$ cat src/rtl/ifetch_ctrl.sv
// Instruction-fetch sequencer: owns the PC, fetches from a combinational
// instruction memory into a 2-entry buffer, and hands entries to decode over
// a valid/ready handshake. Redirects flush the buffer and reload the PC. A
// misaligned or out-of-range PC halts fetching and raises fault.
//
// Ports:
//   clk, reset        clock, synchronous active-high reset
//   imem_addr         byte address to instruction memory (the PC register)
//   imem_instr        instruction word at imem_addr, same cycle
//   redirect_valid/pc branch/jump redirect request and target
//   out_valid/ready   decode handshake; out_instr/out_pc are the buffer head
//   fault/fault_pc    fetch halted, and the PC that caused it
module ifetch_ctrl #(
  parameter logic [31:0] RESET_PC = 32'h0000_3000,
  parameter logic [31:0] IM_BASE  = 32'h0000_3000,
  parameter int unsigned IM_WORDS = 4096
) (
  input  logic        clk,
  input  logic        reset,
  output logic [31:0] imem_addr,
  input  logic [31:0] imem_instr,
  input  logic        redirect_valid,
  input  logic [31:0] redirect_pc,
  output logic        out_valid,
  input  logic        out_ready,
  output logic [31:0] out_instr,
  output logic [31:0] out_pc,
  output logic        fault,
  output logic [31:0] fault_pc
);

  localparam int unsigned DEPTH = 2;
  localparam int unsigned CNT_W = 2;
  // One past the last valid byte address, widened so the compare cannot wrap.
  localparam logic [32:0] IM_END = 33'(IM_BASE) + (33'(IM_WORDS) << 2);

  typedef enum logic {RUN, FAULT} state_t;

  state_t             state_q, state_d;
  logic [31:0]        pc_q, pc_d;
  logic [CNT_W-1:0]   cnt_q, cnt_d;
  logic               head_q, head_d;
  logic               tail_q, tail_d;
  logic               fault_q, fault_d;
  logic [31:0]        fault_pc_q, fault_pc_d;
  logic [31:0]        buf_pc_q    [DEPTH];
  logic [31:0]        buf_instr_q [DEPTH];

  logic               pop;
  logic               push;
  logic               space;
  logic               bad;
  logic [32:0]        pc_ext;

  assign imem_addr = pc_q;
  assign out_valid = (cnt_q != '0);
  assign out_instr = buf_instr_q[head_q];
  assign out_pc    = buf_pc_q[head_q];
  assign fault     = fault_q;
  assign fault_pc  = fault_pc_q;

  assign pc_ext = {1'b0, pc_q};
  assign bad    = (pc_q[1:0] != 2'b00) | (pc_ext < 33'(IM_BASE)) | (pc_ext >= IM_END);
  assign pop    = out_valid & out_ready;
  assign space  = (cnt_q < CNT_W'(DEPTH)) | pop;

  // Next-state: fetch/fault decisions, then redirect overrides, then buffer pointers.
  always_comb begin
    state_d    = state_q;
    pc_d       = pc_q;
    cnt_d      = cnt_q;
    head_d     = head_q;
    tail_d     = tail_q;
    fault_d    = fault_q;
    fault_pc_d = fault_pc_q;
    push       = 1'b0;

    case (state_q)
      RUN: begin
        if (!redirect_valid && space) begin
          if (bad) begin
            state_d    = FAULT;
            fault_d    = 1'b1;
            fault_pc_d = pc_q;
          end else begin
            push = 1'b1;
            pc_d = pc_q + 32'd4;
          end
        end
      end
      FAULT: begin
      end
      default: state_d = RUN;
    endcase

    if (redirect_valid) begin
      // Flush: any pop this cycle still completes on the decode side.
      state_d = RUN;
      fault_d = 1'b0;
      pc_d    = redirect_pc;
      cnt_d   = '0;
      head_d  = 1'b0;
      tail_d  = 1'b0;
    end else begin
      if (push) tail_d = ~tail_q;
      if (pop)  head_d = ~head_q;
      cnt_d = cnt_q + CNT_W'(push) - CNT_W'(pop);
    end
  end

  // Control state register.
  always_ff @(posedge clk) begin
    if (reset) begin
      state_q    <= RUN;
      pc_q       <= RESET_PC;
      cnt_q      <= '0;
      head_q     <= 1'b0;
      tail_q     <= 1'b0;
      fault_q    <= 1'b0;
      fault_pc_q <= '0;
    end else begin
      state_q    <= state_d;
      pc_q       <= pc_d;
      cnt_q      <= cnt_d;
      head_q     <= head_d;
      tail_q     <= tail_d;
      fault_q    <= fault_d;
      fault_pc_q <= fault_pc_d;
    end
  end

  // Buffer payload; contents are qualified by cnt_q so no reset is needed.
  always_ff @(posedge clk) begin
    if (!reset && push) begin
      buf_pc_q[tail_q]    <= pc_q;
      buf_instr_q[tail_q] <= imem_instr;
    end
  end

endmodule

$ cat config.mk
export PLATFORM = sky130hd
export DESIGN_NAME = ifetch_ctrl
export DESIGN_NICKNAME = d
export VERILOG_FILES = /design/src/rtl/ifetch_ctrl.sv
export SDC_FILE = /design/constraint.sdc
export NUM_CORES = 1
export LEC_CHECK = 0
export CORE_MARGIN = 2
export CORE_UTILIZATION = 30
export CTS_CLUSTER_DIAMETER = 60
export DETAILED_ROUTE_END_ITERATION = 10
export HOLD_SLACK_MARGIN = 0.12
export SLEW_MARGIN = 20
export SYNTH_ARGS = -nofsm -noshare
export SYNTH_HDL_FRONTEND = slang
export SYNTH_SLANG_ARGS = --single-unit
$ cat constraint.sdc
create_clock -name clk -period 14.42 [get_ports clk]
set_clock_uncertainty 0.15 [all_clocks]
set_input_delay 4.326 -clock clk [delete_from_list [all_inputs] [get_ports clk]]
set_output_delay 4.326 -clock clk [all_outputs]
set_load 0.1 [all_outputs]
### Word level (Yosys, flattened, before mapping)

Memories as Yosys holds them, arrays and structs flattened. A register that Yosys moved wholly into a read port is not among the register bits.
Index checks and enable logic that the tools add are counted.

* register bits: 70
* RAM bits: 128
* input bits: 68
* output and inout port bits: 130
* logic and storage cells: 50
* memories kept: 2

* add/subtract/negate cells: 3
* magnitude comparators: 3
* equality and inequality tests: 2
* mux-type cells: 16
* bitwise operators: 7
* reductions and logical operators: 10

Memories
* buf_instr_q: depth 2, bits a word 32, rd ports 1, clocked after memory_dff 1, write ports 1, RTL line 47 `logic [31:0] buf_instr_q [DEPTH];`
* buf_pc_q: depth 2, bits a word 32, rd ports 1, clocked after memory_dff 1, write ports 1, RTL line 46 `logic [31:0] buf_pc_q [DEPTH];`

Operator list (number)
* $mux 32: 4
* $add 32x3->32 const B: 1
* $ge 32x15->1 const B: 1
* $lt 32x14->1 const B: 1
* $mux 1: 12
* $reduce_and 3->1: 2
* $reduce_bool 2->1: 3
* $ne 2x2->1 const B: 2
* $not 1->1: 3
* $or 1x1->1: 3
* $add 2x1->2: 1
* $logic_and 1x1->1: 2
* $logic_not 1->1: 2
* $lt 2x2->1 const B: 1
* $reduce_or 2->1: 1
* $sub 2x1->2: 1
* $and 1x1->1: 1

### Longest topological paths before layout

Gate-level depths: netlist of run 1.

* depth after elaboration: 9
* mapped depth: 10
* mapped depth without buffers: 10

### Worst setup path after synthesis of run 1

Ideal clock, no wire load.

* path kind: in2reg
* start: in redirect_valid
* end: mem buf_instr_q[0][0] (enable)
* library setup time: 0.644 ns
* data arrival time: 11.041 ns
* data required time: 13.626 ns
* path slack: 2.585 ns
* stages: 4
* buffers on the path: 2
* cells stage by stage: clkbuf_1 or2_2 clkbuf_1 nor4_1

* cells in the longest elaborated chain, start to end: 7

Ends and longest elaborated chain
* start: declaration: RTL line 22 `input logic redirect_valid,`
* $logic_not 1->1: RTL line 80 `if (!redirect_valid && space) begin`
* $logic_and 1x1->1: RTL line 80
* $mux 1: RTL line 80
* $mux 1: RTL line 78 `case (state_q)`
* $logic_and 1x1->1: RTL line 134 `if (!reset && push) begin`
* $mux 1: RTL line 134
* $mux 1 (implied by the code): RTL line 136 `buf_instr_q[tail_q] <= imem_instr;`
* end: declaration: RTL line 47

Every way passes these cells.

==> results.sh, run 1 <==
export IMPL_outcome="complete, no violations"
export IMPL_ir_drop_mv=0.06880
export IMPL_hp_class="flip-flop to flip-flop"
export IMPL_critPathArrivalTime_ps=2890
export IMPL_pwr_share_seq=0.506
export IMPL_n_antenna_cell=0
export IMPL_synth_edf_count=128
export IMPL_cts_root_buf="clkbuf_16"
export IMPL_startpoint_type="flip-flop"
export IMPL_p_clk_frac=0.373
export IMPL_drt_pass1_iter_count=6
export IMPL_tritoncts="done"
export IMPL_min_period_ps=7362
export IMPL_grt_pass1_vias=4657
export IMPL_grt_antenna_before_repair=0
export IMPL_clk_latency_ps=420
export IMPL_ant_nets=0
export IMPL_synth_warnings=0
export IMPL_core_area_sq_mm=0.02496
export IMPL_cp_cell_sequence="mux2_2 > clkdlybuf4s50_1"
export IMPL_slew_violations=0
export IMPL_swShare=0.2640
export IMPL_rsz0062_at_grt="false"
export IMPL_finalSetupViolCount=0
export IMPL_switching_power_mw=0.3285
export IMPL_yosysMostFrequentCell="edfxtp_1"
export IMPL_cts_buffer_depth=2
export IMPL_r2r_slack_ps=11300
export IMPL_async_flop_share=0
export IMPL_num_rows=58
export IMPL_synthTopCellsByCount="edfxtp_1 (128), dfxtp_1 (71), mux2_2 (64), nor2_1 (64), mux2i_1 (51)"
export IMPL_multi_input_area_sq_mm=0.002158
export IMPL_cpPeakStageDelay_ps=1170
export IMPL_cts_sinks=199
export IMPL_ys_seq_elements=199
export IMPL_synth_nets=572
export IMPL_leakage_nw=3.648
export IMPL_combPwrFrac=0.121
export IMPL_boundaryPins=198
export IMPL_ff_latch_area_sq_mm=0.005269
export IMPL_cts_reportedPaths_clkPinSlew_ps=70
export IMPL_grt_overflow_total=0
export IMPL_hold_viol=0
export IMPL_cts_made_buffers=17
export IMPL_avgViaCountPerCell=4.438
export IMPL_worstMarginPinSlew_ps=1039
export IMPL_fin_crit_sh=0.5105
export IMPL_wl_um=17850
export IMPL_synth_top_area_share=0.5078
export IMPL_ctsHoldBuffers=0
export IMPL_crit_path_max_fanout=64
export IMPL_maxCapViolCount=0
export IMPL_die_area_sq_mm=0.02652
export IMPL_tns_ps=0
export IMPL_avgSynthCellArea_sq_um=15.14
export IMPL_netlist_area_sq_mm=0.007570
export IMPL_maxSlewHeadroom=0.3053
export IMPL_globalplace_congestion=0.7276
export IMPL_slowest_stage="clkdlybuf4s50_1"
export IMPL_post_cts_resized=0
export IMPL_areaGrowthSynthToFinish_pct=37.80
export IMPL_die_h_um=162.8
export IMPL_critPathKind="flip-flop to output port"
export IMPL_synth_top_area_cell="edfxtp_1"
export IMPL_critPathBufInv=1
export IMPL_syn_inst=500
export IMPL_worstSetupEndpointType="output port"
export IMPL_place_detailed_hpwl_um=11300
export IMPL_grt_pass1_wl_um=27040
export IMPL_worst_hold_slack_ps=296.8
export IMPL_finalPower_mw=1.245
export IMPL_fin_nets=767
export IMPL_yosysSeqAreaShare=0.6955
export IMPL_drt_iter0_drc=198
export IMPL_h_tree_depth=4
export IMPL_synth_flop_cell="edfxtp_1"
export IMPL_clock_fmax_mhz=135.8
export IMPL_grt_use_total=0.1351
export IMPL_numPortBuffers=197
export IMPL_grt_start_max_net_pins=65
export IMPL_layout_drive_gt1_share=0.1653
export IMPL_crit_required_ps=9940
export IMPL_start_util=0.3032
export IMPL_crit_family="buffers and inverters"
export IMPL_wl_per_cell_um=17.20
export IMPL_fillers=2352
export IMPL_synth_distinct_cells=38
export IMPL_postCtsSetupRepairBufs=0
export IMPL_ys_top_cells_by_area="edfxtp_1 (51%), dfxtp_1 (19%), mux2_2 (9.5%), mux2i_1 (6.7%), nor2_1 (3.2%)"
export IMPL_power_density_mw_per_mm2=119.3
export IMPL_drc_errors=0
export IMPL_vias=4607
export IMPL_die_x_um=162.8
export IMPL_p_int_mw=0.9160
power groups by stage:
stage	Clock [mW]	Combinational (mW)	Sequential [mW]
after floorplan	0	0.0407	0.704
after global placement	0	0.150	0.643
after detailed placement	0	0.151	0.643
after CTS	0.478	0.151	0.631
after global routing	0.501	0.157	0.632
final	0.464	0.150	0.630
layout by cell type, fill, tap and decap left out, types with 2 or more instances in the layout:
master	n
clkdlybuf4s50_1	195
edfxtp_1	128
dfxtp_1	70
mux2_2	64
nor2_1	64
mux2i_1	51
clkbuf_16	18
xnor2_1	14
nand2_1	12
nor4_2	9
inv_1	8
a21oi_1	7
o21ai_1	5
nand3_1	5
nor3_1	4
ha_1	4
clkinv_2	4
buf_4	4
o21bai_1	3
clkinv_4	3
or2_2	2
and2_1	2
nand2b_1	2
a211oi_1	2
o21ai_0	2
nor4_1	2
inv_6	2
clkbuf_1	2
buf_2	2
sequential cells by signal (all words and copies together), names as in the netlist, named ones only:
register	count
buf_pc_q	64
fault_pc	32
imem_addr	32
cnt_q	2
tail_q	1
head_q	1
state_q	1
buf_instr_q	64
fault	1
metal layers:
layer | vias up | track usage | routed length (um)
met2 | 131 | 0.2146 | 8255
met5 | - | 0 | 0
met3 | 17 | 0.03947 | 990
met4 | 0 | 0.03419 | 232
li1 | 2217 | - | -
met1 | 2242 | 0.1813 | 8371
cell type report:
type                       instances  share of cell area
inverter                           8            0.002879
timing repair buffer             201              0.1910
clock buffer                      21             0.04522
sequential                       199              0.5051
clock inverter                    11            0.009356
tap                              330             0.03958
multi-input combinational        268              0.2069
metrics by stage:
stage | cells | area, sq um | worst slack (ps) | util
after floorplan | 500 | 7570 | 2585 | -
final | 1038 | 10430 | 7058 | 0.4179
after CTS | 1038 | 10430 | 6937 | 0.4179
after global placement | 1006 | 9862 | 7183 | 0.3950
after detailed placement | 1006 | 9862 | 7129 | 0.3950
after global routing | 1038 | 10430 | 6887 | 0.4179
worst min-delay path, stage by stage (launching register included):
cell,delay (ps)
dfxtp_1,310
inv_1,50
a21oi_1,50
final timing paths:
check / cells past startpoint / to / start
worst max-delay path: 2 / out_pc[31] / flip-flop
worst min-delay path: 2 / fault / fault
worst max register to register: 4 / buf_pc_q[1][29] / imem_addr[15]
worst min register to register: 2 / fault / fault
cell families after synthesis:
| logic type | share of synthesized area |
|---|---|
| fa+ha+maj | 0.006612 |
| xor+xnor | 0.01736 |
| compound gates | 0.02297 |
| buf+inv | 0.02083 |
| flops | 0.6955 |
| simple gates | 0.07405 |
| mux | 0.1626 |
Note: power is estimated with default switching activity, not from simulation.
==> inputs of run 2 (changes only) <==
==> constraint.sdc (replaced) <==
create_clock -name clk -period 6.3 [get_ports clk]
set_clock_uncertainty 0.15 [all_clocks]
set_input_delay 1.89 -clock clk [delete_from_list [all_inputs] [get_ports clk]]
set_output_delay 1.89 -clock clk [all_outputs]
set_load 0.1 [all_outputs]
==> run 2 against run 1 <==
Wire length grew 0.74%. Register-to-register slack lost 8100 ps. Clock-buffer cell count shrank 3. Design area grew 0.53%. Critical endpoint is now out_pc[0]. Flip-flop and latch count is the same. Die area is the same. Utilization grew 0.22 points. Power grew 140%. Largest cell class unchanged.
==> results.sh, run 2 (same netlist as run 1, synthesis figures left out) <==
export IMPL_outcome="complete, no violations"
export IMPL_ant_nets=0
export IMPL_postCtsSetupRepairBufs=0
export IMPL_cts_reportedPaths_clkPinSlew_ps=70
export IMPL_clk_latency_ps=430
export IMPL_grt_antenna_before_repair=0
export IMPL_critPathBufInv=1
export IMPL_start_util=0.3032
export IMPL_boundaryPins=198
export IMPL_drc_errors=0
export IMPL_met1_usage=0.1733
export IMPL_leakage_nw=3.666
export IMPL_crit_family="buffers and inverters"
export IMPL_clock_fmax_mhz=203.8
export IMPL_timing_rr_start="imem_addr[27]"
export IMPL_numPortBuffers=197
export IMPL_hold_viol=0
export IMPL_post_cts_resized=0
export IMPL_cpPeakStageDelay_ps=1150
export IMPL_globalplace_congestion=0.7613
export IMPL_slowest_stage="clkdlybuf4s50_1"
export IMPL_wl_per_cell_um=17.32
export IMPL_grt_met2_usage=0.2196
export IMPL_cp_depth=2
export IMPL_power_density_mw_per_mm2=279.2
export IMPL_startpoint_type="flip-flop"
export IMPL_grt_busiest_layer="met2"
export IMPL_finalSetupViolCount=0
export IMPL_avgViaCountPerCell=4.521
export IMPL_slew_violations=0
export IMPL_fin_crit_sh=0.7790
export IMPL_rsz0062_at_grt="false"
export IMPL_die_h_um=162.8
export IMPL_placed_area_sq_mm=0.009871
export IMPL_h_tree_depth=4
export IMPL_final_cell_mix="clkdlybuf4s50_1 (195), edfxtp_1 (128), dfxtp_1 (70)"
export IMPL_core_area_sq_mm=0.02496
export IMPL_tritoncts="done"
export IMPL_r2r_slack_ps=3170
export IMPL_tns_ps=0
export IMPL_grt_use_total=0.1348
export IMPL_gr_usage_met3=0.03845
export IMPL_cts_made_buffers=17
export IMPL_place_detailed_hpwl_um=12100
export IMPL_crit_path_max_fanout=64
export IMPL_critPathArrivalTime_ps=2870
export IMPL_endpoint="out_pc[0]"
export IMPL_crit_required_ps=4260
export IMPL_cts_buffer_depth=2
export IMPL_grt_start_max_net_pins=65
export IMPL_cts_root_buf="clkbuf_16"
export IMPL_grt_overflow_total=0
export IMPL_worstSetupEndpointType="output port"
export IMPL_grt_pass1_wl_um=27280
export IMPL_vias=4693
export IMPL_grt_pass1_vias=4768
export IMPL_critPathKind="flip-flop to output port"
export IMPL_layout_drive_gt1_share=0.1681
export IMPL_ctsHoldBuffers=0
export IMPL_drt_iter0_drc=225
export IMPL_min_period_ps=4908
export IMPL_num_rows=58
export IMPL_areaGrowthSynthToFinish_pct=38.53
export IMPL_wl_um=17980
export IMPL_fin_area_sq_mm=0.01049
export IMPL_worstMarginPinSlew_ps=1045
export IMPL_fin_nets=767
export IMPL_cts_sinks=199
export IMPL_worstRegToRegCells=4
export IMPL_maxSlewHeadroom=0.3012
export IMPL_hp_class="flip-flop to flip-flop"
export IMPL_drt_pass1_iter_count=4
export IMPL_n_antenna_cell=0
export IMPL_r2r_end="buf_instr_q[1][16]"
export IMPL_top_regs="buf_instr_q (64), buf_pc_q (64)"
export IMPL_die_area_sq_mm=0.02652
export IMPL_final_common_cell="clkdlybuf4s50_1"
export IMPL_ir_drop_mv=0.1507
export IMPL_maxCapViolCount=0
export IMPL_cp_cell_sequence="mux2_2 > clkdlybuf4s50_1"
export IMPL_die_x_um=162.8
[run 2: final cells by class]
type                       count  area [sq um]
inverter                       8         30.03
tap                          330         412.9
clock buffer                  18         429.2
multi-input combinational    268          2167
sequential                   199          5269
timing repair buffer         201          1992
fill                        2320         14480
clock inverter                14         186.4
[run 2: where the power goes]
part | internal (mW) | switching (mW)
clock | 0.639 | 0.502
combinational | 0.107 | 0.239
sequential | 1.41 | 0.0336
[run 2: metal layers]
layer	up-vias	wire length [um]	share of wire
met1	2331	7951	0.44
met4	0	246	0.014
li1	2210	-	-
met3	17	1122	0.062
met2	135	8661	0.48
met5	-	0	0
[run 2: how the worst min path moves through the flow]
| stage | start | end | slack, ps | cells after the start |
|---|---|---|---|---|
| floorplan | head_q | flip-flop | 330 | 2 |
| global placement | fault | fault | 300 | 2 |
| detailed placement | fault | fault | 300 | 2 |
| CTS | fault | fault | 310 | 2 |
| global route | fault | fault | 320 | 2 |
| finish | fault | fault | 310 | 2 |
[run 2: through the flow]
step / hold slack (ps) / worst slack [ps] / total power, mW / util / instances
4_1_cts: 312.5 / 1339 / 2.968 / 0.4201 / 1038
3_3_place_gp: 299.9 / 1524 / 1.814 / 0.3954 / 1006
6_report: 309.0 / 1392 / 2.928 / 0.4201 / 1038
3_5_place_dp: 301.3 / 1417 / 1.820 / 0.3954 / 1006
5_1_grt: 318.7 / 1244 / 3.030 / 0.4201 / 1038
2_1_floorplan: 331.2 / 1119 / 1.705 / - / 500
[run 2: worst reg2reg max path: stages, from the launching register on]
cell	delay (ps)
dfxtp_1	390
nor4_2	530
nand4_4	410
nor2_2	360
and3_4	880
